==> src/rtl/mc_pkg.sv <==
// rtl/mc_pkg.sv - shared state, opcode, ALU-op and immediate-select encodings for multicycle_control
package mc_pkg;

   typedef enum logic [3:0] {
      ST_FETCH    = 4'd0,
      ST_DECODE   = 4'd1,
      ST_MEM_ADDR = 4'd2,
      ST_MEM_RD   = 4'd3,
      ST_MEM_WB   = 4'd4,
      ST_MEM_WR   = 4'd5,
      ST_R_EXEC   = 4'd6,
      ST_R_WB     = 4'd7,
      ST_BRANCH   = 4'd8
   } mc_state_e;

   localparam logic [6:0] OPC_LOAD   = 7'b0000011;
   localparam logic [6:0] OPC_STORE  = 7'b0100011;
   localparam logic [6:0] OPC_BRANCH = 7'b1100011;
   localparam logic [6:0] OPC_RTYPE  = 7'b0110011;

   typedef enum logic [1:0] {
      ALU_ADD   = 2'b00,
      ALU_SUB   = 2'b01,
      ALU_FUNCT = 2'b10
   } alu_op_e;

   // Also consumed by the immediate generator, so keep the encoding stable.
   typedef enum logic [1:0] {
      IMM_I  = 2'b00,
      IMM_S  = 2'b01,
      IMM_SB = 2'b10
   } imm_sel_e;

   localparam logic [1:0] SRCB_RS2     = 2'b00;
   localparam logic [1:0] SRCB_FOUR    = 2'b01;
   localparam logic [1:0] SRCB_IMM     = 2'b10;
   localparam logic [1:0] SRCB_IMM_ALT = 2'b11;

   function automatic logic [6:0] opcode_of(input logic [31:0] ir);
      return ir[6:0];
   endfunction

endpackage

==> src/rtl/multicycle_control_if.sv <==
// rtl/multicycle_control_if.sv - IR/flag inputs and datapath control strobes of multicycle_control
interface multicycle_control_if;
   logic [31:0] instruction;
   logic        zero;
   logic        mem_ready;
   logic        pc_write;
   logic        pc_write_cond;
   logic        ir_write;
   logic        mem_read;
   logic        mem_write;
   logic        i_or_d;
   logic        reg_write;
   logic        mem_to_reg;
   logic        alu_src_a;
   logic [1:0]  alu_src_b;
   logic [1:0]  alu_op;
   logic        pc_source;
   logic [1:0]  imm_sel;
   logic        illegal;

   modport master (
      input  instruction, zero, mem_ready,
      output pc_write, pc_write_cond, ir_write, mem_read, mem_write, i_or_d,
             reg_write, mem_to_reg, alu_src_a, alu_src_b, alu_op, pc_source,
             imm_sel, illegal
   );

   modport slave (
      output instruction, zero, mem_ready,
      input  pc_write, pc_write_cond, ir_write, mem_read, mem_write, i_or_d,
             reg_write, mem_to_reg, alu_src_a, alu_src_b, alu_op, pc_source,
             imm_sel, illegal
   );
endinterface

==> src/rtl/mc_perf_counters.sv <==
// rtl/mc_perf_counters.sv - cycle and retired-instruction counters, built only with MC_PERF_COUNT_EN
`ifdef MC_PERF_COUNT_EN
module mc_perf_counters #(
   parameter int CNT_W = 32
) (
   input  logic             clock,
   input  logic             reset,
   input  logic             retire_i,
   output logic [CNT_W-1:0] cycle_count_o,
   output logic [CNT_W-1:0] retire_count_o
);
   logic [CNT_W-1:0] cycle_q;
   logic [CNT_W-1:0] retire_q;

   // Free-running cycle count plus retire count; both wrap naturally.
   always_ff @(posedge clock) begin
      if (reset) begin
         cycle_q  <= '0;
         retire_q <= '0;
      end else begin
         cycle_q <= cycle_q + 1'b1;
         if (retire_i) begin
            retire_q <= retire_q + 1'b1;
         end
      end
   end

   assign cycle_count_o  = cycle_q;
   assign retire_count_o = retire_q;
endmodule
`endif

==> src/rtl/multicycle_control.sv <==
// rtl/multicycle_control.sv - multi-cycle control FSM for ld/sd/beq/R-type; MC_PERF_COUNT_EN adds counters
module multicycle_control
   import mc_pkg::*;
#(
   parameter int         CNT_W     = 32,
   parameter logic [6:0] OP_LOAD   = OPC_LOAD,
   parameter logic [6:0] OP_STORE  = OPC_STORE,
   parameter logic [6:0] OP_BRANCH = OPC_BRANCH,
   parameter logic [6:0] OP_RTYPE  = OPC_RTYPE
) (
   input  logic             clock,
   input  logic             reset,
   multicycle_control_if.master bus
`ifdef MC_PERF_COUNT_EN
   ,
   output logic [CNT_W-1:0] cycle_count,
   output logic [CNT_W-1:0] retire_count
`endif
);
   mc_state_e  state_q, state_d;
   logic       illegal_q, illegal_d;
   logic [6:0] opcode;

   logic       pc_write, pc_write_cond, ir_write, mem_read, mem_write, i_or_d;
   logic       reg_write, mem_to_reg, alu_src_a, pc_source;
   logic [1:0] alu_src_b;
   alu_op_e    alu_op;
   imm_sel_e   imm_sel;

   // Only the opcode steers sequencing; funct fields and zero belong to the datapath.
   logic unused_inputs;
   assign unused_inputs = ^{bus.instruction[31:7], bus.zero};

   assign opcode = opcode_of(bus.instruction);

   // State and the one-cycle illegal-opcode flag.
   always_ff @(posedge clock) begin
      if (reset) begin
         state_q   <= ST_FETCH;
         illegal_q <= 1'b0;
      end else begin
         state_q   <= state_d;
         illegal_q <= illegal_d;
      end
   end

   // Next state and control strobes decoded from the current state.
   always_comb begin
      state_d       = state_q;
      illegal_d     = 1'b0;
      pc_write      = 1'b0;
      pc_write_cond = 1'b0;
      ir_write      = 1'b0;
      mem_read      = 1'b0;
      mem_write     = 1'b0;
      i_or_d        = 1'b0;
      reg_write     = 1'b0;
      mem_to_reg    = 1'b0;
      alu_src_a     = 1'b0;
      alu_src_b     = SRCB_RS2;
      alu_op        = ALU_ADD;
      pc_source     = 1'b0;
      imm_sel       = IMM_I;
      if (reset) begin
         // Present FETCH values but suppress every write strobe while in reset.
         mem_read  = 1'b1;
         alu_src_b = SRCB_FOUR;
      end else begin
         unique case (state_q)
            ST_FETCH: begin
               mem_read  = 1'b1;
               alu_src_b = SRCB_FOUR;
               if (bus.mem_ready) begin
                  ir_write = 1'b1;
                  pc_write = 1'b1;
                  state_d  = ST_DECODE;
               end
            end
            ST_DECODE: begin
               // Precompute the branch target into ALUOut while decoding.
               alu_src_b = SRCB_IMM_ALT;
               imm_sel   = IMM_SB;
               if (opcode == OP_LOAD || opcode == OP_STORE) begin
                  state_d = ST_MEM_ADDR;
               end else if (opcode == OP_RTYPE) begin
                  state_d = ST_R_EXEC;
               end else if (opcode == OP_BRANCH) begin
                  state_d = ST_BRANCH;
               end else begin
                  state_d   = ST_FETCH;
                  illegal_d = 1'b1;
               end
            end
            ST_MEM_ADDR: begin
               alu_src_a = 1'b1;
               alu_src_b = SRCB_IMM;
               if (opcode == OP_STORE) begin
                  imm_sel = IMM_S;
                  state_d = ST_MEM_WR;
               end else begin
                  imm_sel = IMM_I;
                  state_d = ST_MEM_RD;
               end
            end
            ST_MEM_RD: begin
               mem_read = 1'b1;
               i_or_d   = 1'b1;
               if (bus.mem_ready) begin
                  state_d = ST_MEM_WB;
               end
            end
            ST_MEM_WB: begin
               reg_write  = 1'b1;
               mem_to_reg = 1'b1;
               state_d    = ST_FETCH;
            end
            ST_MEM_WR: begin
               mem_write = 1'b1;
               i_or_d    = 1'b1;
               if (bus.mem_ready) begin
                  state_d = ST_FETCH;
               end
            end
            ST_R_EXEC: begin
               alu_src_a = 1'b1;
               alu_src_b = SRCB_RS2;
               alu_op    = ALU_FUNCT;
               state_d   = ST_R_WB;
            end
            ST_R_WB: begin
               reg_write = 1'b1;
               state_d   = ST_FETCH;
            end
            ST_BRANCH: begin
               alu_src_a     = 1'b1;
               alu_src_b     = SRCB_RS2;
               alu_op        = ALU_SUB;
               pc_write_cond = 1'b1;
               pc_source     = 1'b1;
               state_d       = ST_FETCH;
            end
            default: begin
               state_d = ST_FETCH;
            end
         endcase
      end
   end

   assign bus.pc_write      = pc_write;
   assign bus.pc_write_cond = pc_write_cond;
   assign bus.ir_write      = ir_write;
   assign bus.mem_read      = mem_read;
   assign bus.mem_write     = mem_write;
   assign bus.i_or_d        = i_or_d;
   assign bus.reg_write     = reg_write;
   assign bus.mem_to_reg    = mem_to_reg;
   assign bus.alu_src_a     = alu_src_a;
   assign bus.alu_src_b     = alu_src_b;
   assign bus.alu_op        = alu_op;
   assign bus.pc_source     = pc_source;
   assign bus.imm_sel       = imm_sel;
   assign bus.illegal       = illegal_q & ~reset;

`ifdef MC_PERF_COUNT_EN
   // An instruction retires on the edge that returns a completing state to FETCH.
   logic retire;
   assign retire = !reset && (state_d == ST_FETCH) &&
                   (state_q == ST_MEM_WB || state_q == ST_MEM_WR ||
                    state_q == ST_R_WB   || state_q == ST_BRANCH);

   mc_perf_counters #(.CNT_W(CNT_W)) u_perf (
      .clock          (clock),
      .reset          (reset),
      .retire_i       (retire),
      .cycle_count_o  (cycle_count),
      .retire_count_o (retire_count)
   );
`else
   localparam int unused_cnt_w = CNT_W;
`endif
endmodule

==> src/flat_wrapper.sv <==
// flat-port wrapper written by rule: the top's interface ports become plain ports
module multicycle_control_flat import mc_pkg::*;
#(
   parameter int         CNT_W     = 32,
   parameter logic [6:0] OP_LOAD   = OPC_LOAD,
   parameter logic [6:0] OP_STORE  = OPC_STORE,
   parameter logic [6:0] OP_BRANCH = OPC_BRANCH,
   parameter logic [6:0] OP_RTYPE  = OPC_RTYPE
)
  (clock, reset, bus_instruction, bus_zero, bus_mem_ready, bus_pc_write, bus_pc_write_cond, bus_ir_write, bus_mem_read, bus_mem_write, bus_i_or_d, bus_reg_write, bus_mem_to_reg, bus_alu_src_a, bus_alu_src_b, bus_alu_op, bus_pc_source, bus_imm_sel, bus_illegal);
  multicycle_control_if bus_i ();
  input  logic clock;
  input  logic reset;
  input wire logic [$bits(bus_i.instruction)-1:0] bus_instruction;
  input wire logic [$bits(bus_i.zero)-1:0] bus_zero;
  input wire logic [$bits(bus_i.mem_ready)-1:0] bus_mem_ready;
  output wire logic [$bits(bus_i.pc_write)-1:0] bus_pc_write;
  output wire logic [$bits(bus_i.pc_write_cond)-1:0] bus_pc_write_cond;
  output wire logic [$bits(bus_i.ir_write)-1:0] bus_ir_write;
  output wire logic [$bits(bus_i.mem_read)-1:0] bus_mem_read;
  output wire logic [$bits(bus_i.mem_write)-1:0] bus_mem_write;
  output wire logic [$bits(bus_i.i_or_d)-1:0] bus_i_or_d;
  output wire logic [$bits(bus_i.reg_write)-1:0] bus_reg_write;
  output wire logic [$bits(bus_i.mem_to_reg)-1:0] bus_mem_to_reg;
  output wire logic [$bits(bus_i.alu_src_a)-1:0] bus_alu_src_a;
  output wire logic [$bits(bus_i.alu_src_b)-1:0] bus_alu_src_b;
  output wire logic [$bits(bus_i.alu_op)-1:0] bus_alu_op;
  output wire logic [$bits(bus_i.pc_source)-1:0] bus_pc_source;
  output wire logic [$bits(bus_i.imm_sel)-1:0] bus_imm_sel;
  output wire logic [$bits(bus_i.illegal)-1:0] bus_illegal;
  assign bus_i.instruction = bus_instruction;
  assign bus_i.zero = bus_zero;
  assign bus_i.mem_ready = bus_mem_ready;
  assign bus_pc_write = bus_i.pc_write;
  assign bus_pc_write_cond = bus_i.pc_write_cond;
  assign bus_ir_write = bus_i.ir_write;
  assign bus_mem_read = bus_i.mem_read;
  assign bus_mem_write = bus_i.mem_write;
  assign bus_i_or_d = bus_i.i_or_d;
  assign bus_reg_write = bus_i.reg_write;
  assign bus_mem_to_reg = bus_i.mem_to_reg;
  assign bus_alu_src_a = bus_i.alu_src_a;
  assign bus_alu_src_b = bus_i.alu_src_b;
  assign bus_alu_op = bus_i.alu_op;
  assign bus_pc_source = bus_i.pc_source;
  assign bus_imm_sel = bus_i.imm_sel;
  assign bus_illegal = bus_i.illegal;
  multicycle_control #(.CNT_W(CNT_W), .OP_LOAD(OP_LOAD), .OP_STORE(OP_STORE), .OP_BRANCH(OP_BRANCH), .OP_RTYPE(OP_RTYPE)) u_core (.clock(clock), .reset(reset), .bus(bus_i));
endmodule
==> config.mk <==
export PLATFORM = sky130hd
export DESIGN_NAME = multicycle_control_flat
export DESIGN_NICKNAME = d
export VERILOG_FILES = /design/src/rtl/mc_pkg.sv /design/src/rtl/multicycle_control_if.sv /design/src/rtl/mc_perf_counters.sv /design/src/rtl/multicycle_control.sv /design/src/flat_wrapper.sv
export SDC_FILE = /design/constraint.sdc
export NUM_CORES = 1
export LEC_CHECK = 0
export ABC_CLOCK_PERIOD_IN_PS = 1500
export CORE_MARGIN = 5
export CORE_UTILIZATION = 27
export CTS_CLUSTER_SIZE = 12
export DETAILED_ROUTE_END_ITERATION = 10
export GPL_TIMING_DRIVEN = 0
export PLACE_DENSITY = 0.85
export SYNTH_ARGS = -nofsm -noshare
export SYNTH_HDL_FRONTEND = slang
export SYNTH_SLANG_ARGS = --single-unit
export TNS_END_PERCENT = 50
==> constraint.sdc <==
create_clock -name clock -period 1.5 [get_ports clock]
set_input_delay 0.3 -clock clock [delete_from_list [all_inputs] [get_ports clock]]
set_output_delay 0.3 -clock clock [all_outputs]
set_load 0.1 [all_outputs]
======== After elaboration in Yosys (flattened, before gate mapping) ========
Cells that the tools add are included.
storage, ports and cells
  register bits ........................... 5
  logic and storage cells ................. 61
cells by class
  reductions and logical operators ........ 8
  multiplexer cells ....................... 33
  bitwise logic cells ..................... 3
  equality and inequality tests ........... 15
operators with widths
  kind                                                              count
  4-bit 2-to-1 mux                                                  6
  4-bit case mux with 6 select lines                                1
  1-bit 2-to-1 mux                                                  19
  4-bit by 3-bit == test with 1-bit output (second input constant)  4
  7-bit by 6-bit == test with 1-bit output (second input constant)  2
  4-bit by 2-bit == test with 1-bit output (second input constant)  2
  2-bit case mux with 2 select lines                                2
  7-bit by 2-bit == test with 1-bit output (second input constant)  1
  7-bit == test (second input constant)                             1
  2-bit 2-to-1 mux                                                  3
  2-bit != test (second input constant)                             3
  2-bit case mux with 3 select lines                                1
  2-bit OR reduction                                                3
  4-bit by 1-bit == test with 1-bit output (second input constant)  1
  4-bit == test (second input constant)                             1
  4-bit logical NOT                                                 1
  4-bit OR reduction                                                1
  3-bit 2-to-1 mux                                                  1
  3-bit AND reduction                                               1
  3-bit OR reduction                                                1
  1-bit NOT                                                         2
  1-bit bitwise AND                                                 1
  1-bit logical OR                                                  1

======== Logic depth before layout (Yosys ltp) ========
Gate-level depths: netlist of the first run.
  depth after elaboration ................. 5
  mapped depth ............................ 6
  depth with buffers taken out ............ 3

======== Least setup slack after synthesis of the first run ========
No wires, ideal clock.
  kind .................................... flip-flop to output port
  start point ............................. register u_core.state_q[1]
  end point ............................... output bus_imm_sel[0]
  slack ................................... -2.457 ns
  stages on the path, launching flop included .. 5
  data arrival time ....................... 3.657 ns
  cells stage by stage .................... dfxtp_1 clkbuf_1 nor2b_1 nand3_1 nor4_1
on the way
  longest elaborated chain between the ends .. 3
ends and longest elaborated chain
  what                                                                                                  RTL line                  source
  start: declaration                                                                                    multicycle_control.sv:20  mc_state_e state_q, state_d;
  start signal: assignment                                                                              multicycle_control.sv:42  state_q <= state_d;
  4-bit by 2-bit == test with 1-bit output or 4-bit by 1-bit == test with 1-bit output (tied branches)  multicycle_control.sv:69  unique case (state_q)
  2-bit case mux with 2 select lines (*)                                                                multicycle_control.sv:69
  2-bit 2-to-1 mux (*)                                                                                  multicycle_control.sv:64  if (reset) begin
  end: declaration                                                                                      flat_wrapper.sv:29        output wire logic [$bits(bus_i.imm_sel)-1:0] bus_imm_sel;
Every way passes the cells marked *; elsewhere a longest branch is shown, timed or not.

======== Worst setup path in the final report of the first run ========
  start point ............................. register u_core.state_q[2]
  end point ............................... output bus_imm_sel[1]
Same word-level chain as after synthesis.

==> flow_summary.yaml, run 1 <==
outcome:
  outcome: "finished, violations left"
  violations: "negative setup slack"
yosys:
  synth_area_per_cell_um2: 7.706
  syn-num-nets: 99
  yosysSeqAreaShare_pct: 20.62
  async_reset_ff_share_pct: 0
  postSynthCellCount: 63
  synth_area_leaders: "dfxtp_1, nor3_1, and3_1"
  synth_edf_count: 0
  syn-cell-area_um2: 485.5
  synth.distinct_cells: 37
  synth-seq-cells: 5
  synth-main-ff-cell: "dfxtp_1"
  yosys.area.top_type: "dfxtp_1"
  ys_warn_count: 0
  synth_top_area_share_pct: 20.62
worst_setup_path:
  cp.required_ps: 1200
  start_kind: "flop"
  cp_slowest_stage_delay_ps: 580
  crit_path_top_delay_cell: "or4b_4"
  critical_path_class: "reg -> out"
  r2r_slack_ps: 150
  crit_chain: "or4b_4 -> nor2_4 -> buf_12"
  end_kind: "output port"
  path_max_fanout: 4
  cp.arrival_ps: 1510
drt:
  via_count: 656
  via_per_inst: 4.896
  wl_um: 2066
  routedWlPerCell_um: 15.42
  ant_nets: 0
  drtIter0Drc: 8
  drc: 0
  first_pass_iters: 4
clock_tree:
  cts_made_buffers: 3
  cts_tree: "done"
  clockBufferDepth: 2
  cts_root_buffer: "clkbuf_4"
  cts.sinks: 5
  h-tree-depth: 1
  worstSkewPairLatency_ps: 260
  clk_pin_slew_worst_paths_ps: 50
global_route:
  grt_pass1_wl_um: 3167
  grt_use_total_pct: 16.31
  antenna_found_initial: 0
  grt_pass1_vias: 686
  grt_max_degree: 11
  overflow: 0
sta:
  slew_headroom_pct: 68.69
  finalHoldViolCount: 0
  tns_ps: -3830
  max_freq_mhz: 551.2
  setup_slack_ps: -314.2
  rsz0062_at_grt: "true"
  setup_viol: 16
  slew_violations: 0
  hold-worst-slack_ps: 409.6
  worst_clock_skew_ps: 11.57
  period_share_pct: 120.9
  fin_crit_ps: 1814
  worst_pin_slew_ps: 463.8
power:
  p_per_area_nw_per_um2: 390.8
  finalPower_mw: 0.5095
  ir_drop_mv: 0.3144
  leakage_nw: 0.5218
die:
  coreArea_um2: 1727
  initial_core_util_pct: 28.12
  ios: 53
  die_height_um: 52.41
  rows: 15
  die_area_um2: 2746
  die_width_um: 52.41
placed_design:
  portBuffers: 25
  detailedPlace.worstSlack_ps: -1332
  dpl.hpwl_um: 1079
  gp_congestion: 0.7571
  placed_area_um2: 938.4
  place_inst: 113
layout:
  final_cells: 134
  areaGrowthSynthToFinish_pct: 168.6
  post-route-util_pct: 75.51
  drive_gt1_share_pct: 67.89
  antennaDiodeCount: 0
  final_cell_area_um2: 1304
  nets: 146
job:
  max-cap-violations: 0
hold_path:
  hold_class: "in -> reg"
-- where the power goes --
| part | internal [mW] | switching, mW |
|---|---|---|
| logic | 0.0849 | 0.117 |
| clock network | 0.102 | 0.0714 |
| registers | 0.131 | 0.00295 |
-- sequential cells by signal (all words and copies together) (netlist names) --
| name | flops |
|---|---|
| u_core.state_q | 4 |
| u_core.illegal_q | 1 |
-- placed cells by master (no fill, tap or decap), types with 2 or more instances in the layout --
master / count
nand2b_1: 2
dfxtp_4: 3
buf_4: 17
buf_6: 7
nand2_1: 3
dlygate4sd2_1: 4
nor4_4: 2
nor3_4: 4
nor2_4: 3
dlymetal6s2s_1: 3
nor3_1: 2
buf_12: 15
nor2_1: 2
and3_4: 3
clkbuf_4: 3
-- layer usage --
metal | routed length [µm] | GRT usage [%] | up-vias | part of all wire [%]
met5 | 0 | 0 | - | 0
met4 | 47 | 14.04 | 0 | 2.3
met3 | 101 | 3.134 | 5 | 4.9
met2 | 1142 | 30.58 | 26 | 55
met1 | 774 | 14.51 | 303 | 37
li1 | - | - | 322 | -
-- layout make-up --
type / count / area, µm²
Sequential cell: 5 / 112.6
Inverter: 1 / 3.754
Timing Repair Buffer: 43 / 511.7
Tap cell: 25 / 31.28
Clock buffer: 4 / 26.28
Fill cell: 104 / 422.9
Buffer: 6 / 96.34
Multi-Input combinational cell: 50 / 521.8
-- cells in the mapped netlist (2+ instances only) --
cell      count
nor2_1        4
nand2b_1      3
and3_1        3
buf_4         2
dfxtp_1       5
nor4_1        2
nor2b_1       2
nor3_1        6
nor3b_1       2
buf_2         2
nand2_1       5
clkbuf_1      2
-- what timing repair did --
item | CTS | global route
resized for setup | 151 | 21
pin swaps | 9 | 10
hold buffers | 0 | 0
endpoints found under the setup margin | 17 | 17
buffers inserted | 11 | 7
cloned | 0 | 0
-- cell families after synthesis --
logic type | after synthesis | share of synthesized area (%)
compound gates | 11 | 17.53
xor+xnor | 2 | 3.609
buf+inv | 8 | 9.793
flops | 5 | 20.62
simple gates | 37 | 48.45
-- path summary, 6_finish.rpt --
kind | cells past startpoint | from | endpoint
max | 3 | u_core.state_q[2] | bus_imm_sel[1]
min | 3 | bus_instruction[6] | u_core.state_q[3]
max reg2reg | 3 | u_core.state_q[2] | u_core.state_q[3]
min reg2reg | 3 | u_core.state_q[0] | u_core.state_q[1]
-- critical path, delay by kind of cell (launching register included) --
family / cells / cell delay (ps)
buffers and inverters: 1 / 180
AND/OR/NAND/NOR: 2 / 710
flip-flops: 1 / 360
(Power assumes the default switching activity.)
==> run 2: changes to the inputs <==
--- a/config.mk
+++ b/config.mk
@@ -5,13 +5,16 @@
 export SDC_FILE = /design/constraint.sdc
 export NUM_CORES = 1
 export LEC_CHECK = 0
+export ABC_AREA = 1
 export ABC_CLOCK_PERIOD_IN_PS = 1500
+export CAP_MARGIN = 20
 export CORE_MARGIN = 5
-export CORE_UTILIZATION = 27
+export CORE_UTILIZATION = 28
 export CTS_CLUSTER_SIZE = 12
 export DETAILED_ROUTE_END_ITERATION = 10
 export GPL_TIMING_DRIVEN = 0
 export PLACE_DENSITY = 0.85
+export REMOVE_ABC_BUFFERS = 1
 export SYNTH_ARGS = -nofsm -noshare
 export SYNTH_HDL_FRONTEND = slang
 export SYNTH_SLANG_ARGS = --single-unit
==> run 2 against run 1 <==
The flow still finishes with violations (negative setup slack). Clock skew decreased by 6.1 ps. Sequential power increased by 4%. Maximum frequency increased by 10%. Combinational power increased by 27%. Final area decreased by 6.8%. Synthesized cell count increased by 43%. Sequential cell count unchanged. Register-to-register slack improved by 100 ps. Utilization decreased by 6.6 points. Clock-buffer cell count unchanged. Critical path type is now in -> out. Largest power group unchanged. Highest routed layer unchanged.
==> flow_summary.yaml, run 2 <==
outcome:
  outcome: "finished, violations left"
  violations: "negative setup slack"
global_route:
  grt_pass1_wl_um: 2994
  grt_use_total_pct: 14.57
  grt_max_degree: 13
  overflow: 0
  grt_pass1_vias: 754
  antenna_found_initial: 0
die:
  initial_core_util_pct: 29.93
  die_height_um: 53.43
  rows: 15
  die_area_um2: 2854
  die_width_um: 53.43
  ios: 53
  coreArea_um2: 1764
yosys:
  synth-main-ff-cell: "dfxtp_1"
  synth_xor_area_share_pct: 0
  synth_edf_count: 0
  postSynthCellCount: 90
  yosysSeqAreaShare_pct: 18.96
  synth_mux_area_share_pct: 0
  synth_area_per_cell_um2: 5.867
  synth-seq-cells: 5
  synth_fa_ha_area_share_pct: 0
  synth.most_common_cell: "nand2_1"
  synth_area_leaders: "dfxtp_1, nand2_1, nor2_1"
  synthSimpleGateAreaFrac_pct: 56.40
  async_reset_ff_share_pct: 0
  synth_compound_area_share_pct: 8.294
  yosys-top-cells-count: "nand2_1, nor2_1, inv_1, inv_2, nand3_1"
  synth.distinct_cells: 19
  yosys.area.top_type: "dfxtp_1"
  synth_top_area_share_pct: 18.96
  ys_warn_count: 0
  syn-cell-area_um2: 528.0
  synth_top_family_by_area: "simple AND/OR/NAND/NOR gates"
layout:
  ff_latch_area_um2: 112.6
  regMostFlops: "u_core.state_q"
  layout_common_cells: "buf_4, nand2_2, buf_12"
  areaGrowthSynthToFinish_pct: 130.1
  final_cells: 161
  multiInputGateArea_um2: 474.2
  drive_gt1_share_pct: 72.06
  reg.largest.list: "u_core.state_q (4), u_core.illegal_q (1)"
  final_cell_area_um2: 1215
  antennaDiodeCount: 0
  n_fill_cell: 142
  nets: 173
  mostFrequentLayoutCell: "buf_4"
  largest_reg_flops: 4
  post-route-util_pct: 68.87
clock_tree:
  cts_root_buffer: "clkbuf_4"
  postCtsHoldBufs: 0
  h-tree-depth: 1
  cts_tree: "done"
  clk_pin_slew_worst_paths_ps: 40
  clockBufferDepth: 2
  cts.sinks: 5
  worstSkewPairLatency_ps: 240
  cts_made_buffers: 3
worst_setup_path:
  cp.arrival_ps: 1350
  start_kind: "input pin"
  cp.required_ps: 1200
  critical_path_class: "in -> out"
  ff2ff_path_depth: 9
  path_max_fanout: 12
  end_kind: "output port"
sta:
  fin_crit_ps: 1648
  rsz0062_at_grt: "true"
  worst_pin_slew_ps: 425.3
  slew_violations: 0
  finalHoldViolCount: 0
  setup_viol: 18
  setup_slack_ps: -147.9
  period_share_pct: 109.9
  max_freq_mhz: 606.8
  worst_clock_skew_ps: 5.428
  slew_headroom_pct: 71.65
placed_design:
  place_inst: 138
  portBuffers: 26
  gp_congestion: 0.8297
  placed_area_um2: 800.8
  dpl.hpwl_um: 1182
  detailedPlace.worstSlack_ps: -1386
hold_path:
  holdPathStages: 4
  hold_class: "in -> reg"
drt:
  ant_nets: 0
  drc: 0
  via_count: 747
  first_pass_iters: 4
  routedWlPerCell_um: 11.91
  drtIter0Drc: 12
  via_per_inst: 4.640
  wl_um: 1918
job:
  max-cap-violations: 0
power:
  p_per_area_nw_per_um2: 453.3
  ir_drop_mv: 0.6877
  leakage_nw: 0.5567
run 2: what timing repair did:
item                       CTS  global route
pin swaps                   13             8
buffers inserted            17             2
resized for setup          181            29
setup endpoints to repair   17            19
hold endpoints to repair     0             0
run 2: through the flow:
| stage | TNS [ps] | power (mW) | hold slack, ps |
|---|---|---|---|
| 6_report | -1487 | 0.5508 | 496.8 |
| 5_1_grt | -2828 | 0.5895 | 485.7 |
| 4_1_cts | -1387 | 0.5324 | 495.6 |
| 3_5_place_dp | -21030 | 0.3190 | 653.5 |
| 3_3_place_gp | -20560 | 0.3167 | 642.5 |
| 2_1_floorplan | -20880 | 0.2627 | 369.1 |
run 2: layer usage:
layer,part of all wire [%],GRT usage (%),vias to the layer above,wire [µm]
met4,2.5,6.383,0,48
li1,-,-,375,-
met1,36,14.14,331,696
met5,0,0,-,0
met2,53,26.53,35,1007
met3,8.7,5.915,6,166
run 2: worst paths after layout:
check                     start           endpoint  slack [ps]
max                       reset      bus_reg_write        -150
min          bus_instruction[5]   u_core.illegal_q         500
max reg2reg   u_core.state_q[2]  u_core.state_q[2]         250
min reg2reg   u_core.state_q[3]  u_core.state_q[0]         660
run 2: area by class of cell:
cell class	instances	area share, %
well taps	25	2.575
multi-input cells	64	39.03
inverters	18	6.179
flip-flops and latches	5	9.269
clock buffers	4	2.163
repair buffers	45	40.78
run 2: kinds of logic after synthesis:
logic type / Yosys count
and+or+nand+nor: 57
buffers and inverters: 21
AOI/OAI and AO/OA: 7
DFF: 5
run 2: power breakdown:
| part | switching [mW] | total (mW) | internal [mW] | leakage, nW |
|---|---|---|---|---|
| clock | 0.0543 | 0.155 | 0.101 | 0.0150 |
| sequential | 0.00565 | 0.139 | 0.133 | 0.0434 |
| combinational | 0.155 | 0.257 | 0.102 | 0.498 |
run 2: critical path, stage by stage:
cell and delay, ps:
clkdlybuf4s15_2 360, inv_4 180, nand2_1 130, a21oi_2 170, buf_12 190
==> run 3: changes to the inputs <==
--- a/config.mk
+++ b/config.mk
@@ -7,7 +7,7 @@
 export LEC_CHECK = 0
 export ABC_AREA = 1
 export ABC_CLOCK_PERIOD_IN_PS = 1500
-export CAP_MARGIN = 20
+export CAP_MARGIN = 25
 export CORE_MARGIN = 5
 export CORE_UTILIZATION = 28
 export CTS_CLUSTER_SIZE = 12
==> results of run 3 <==
No change in the layout: final DEF, timing and power equal those of run 2.
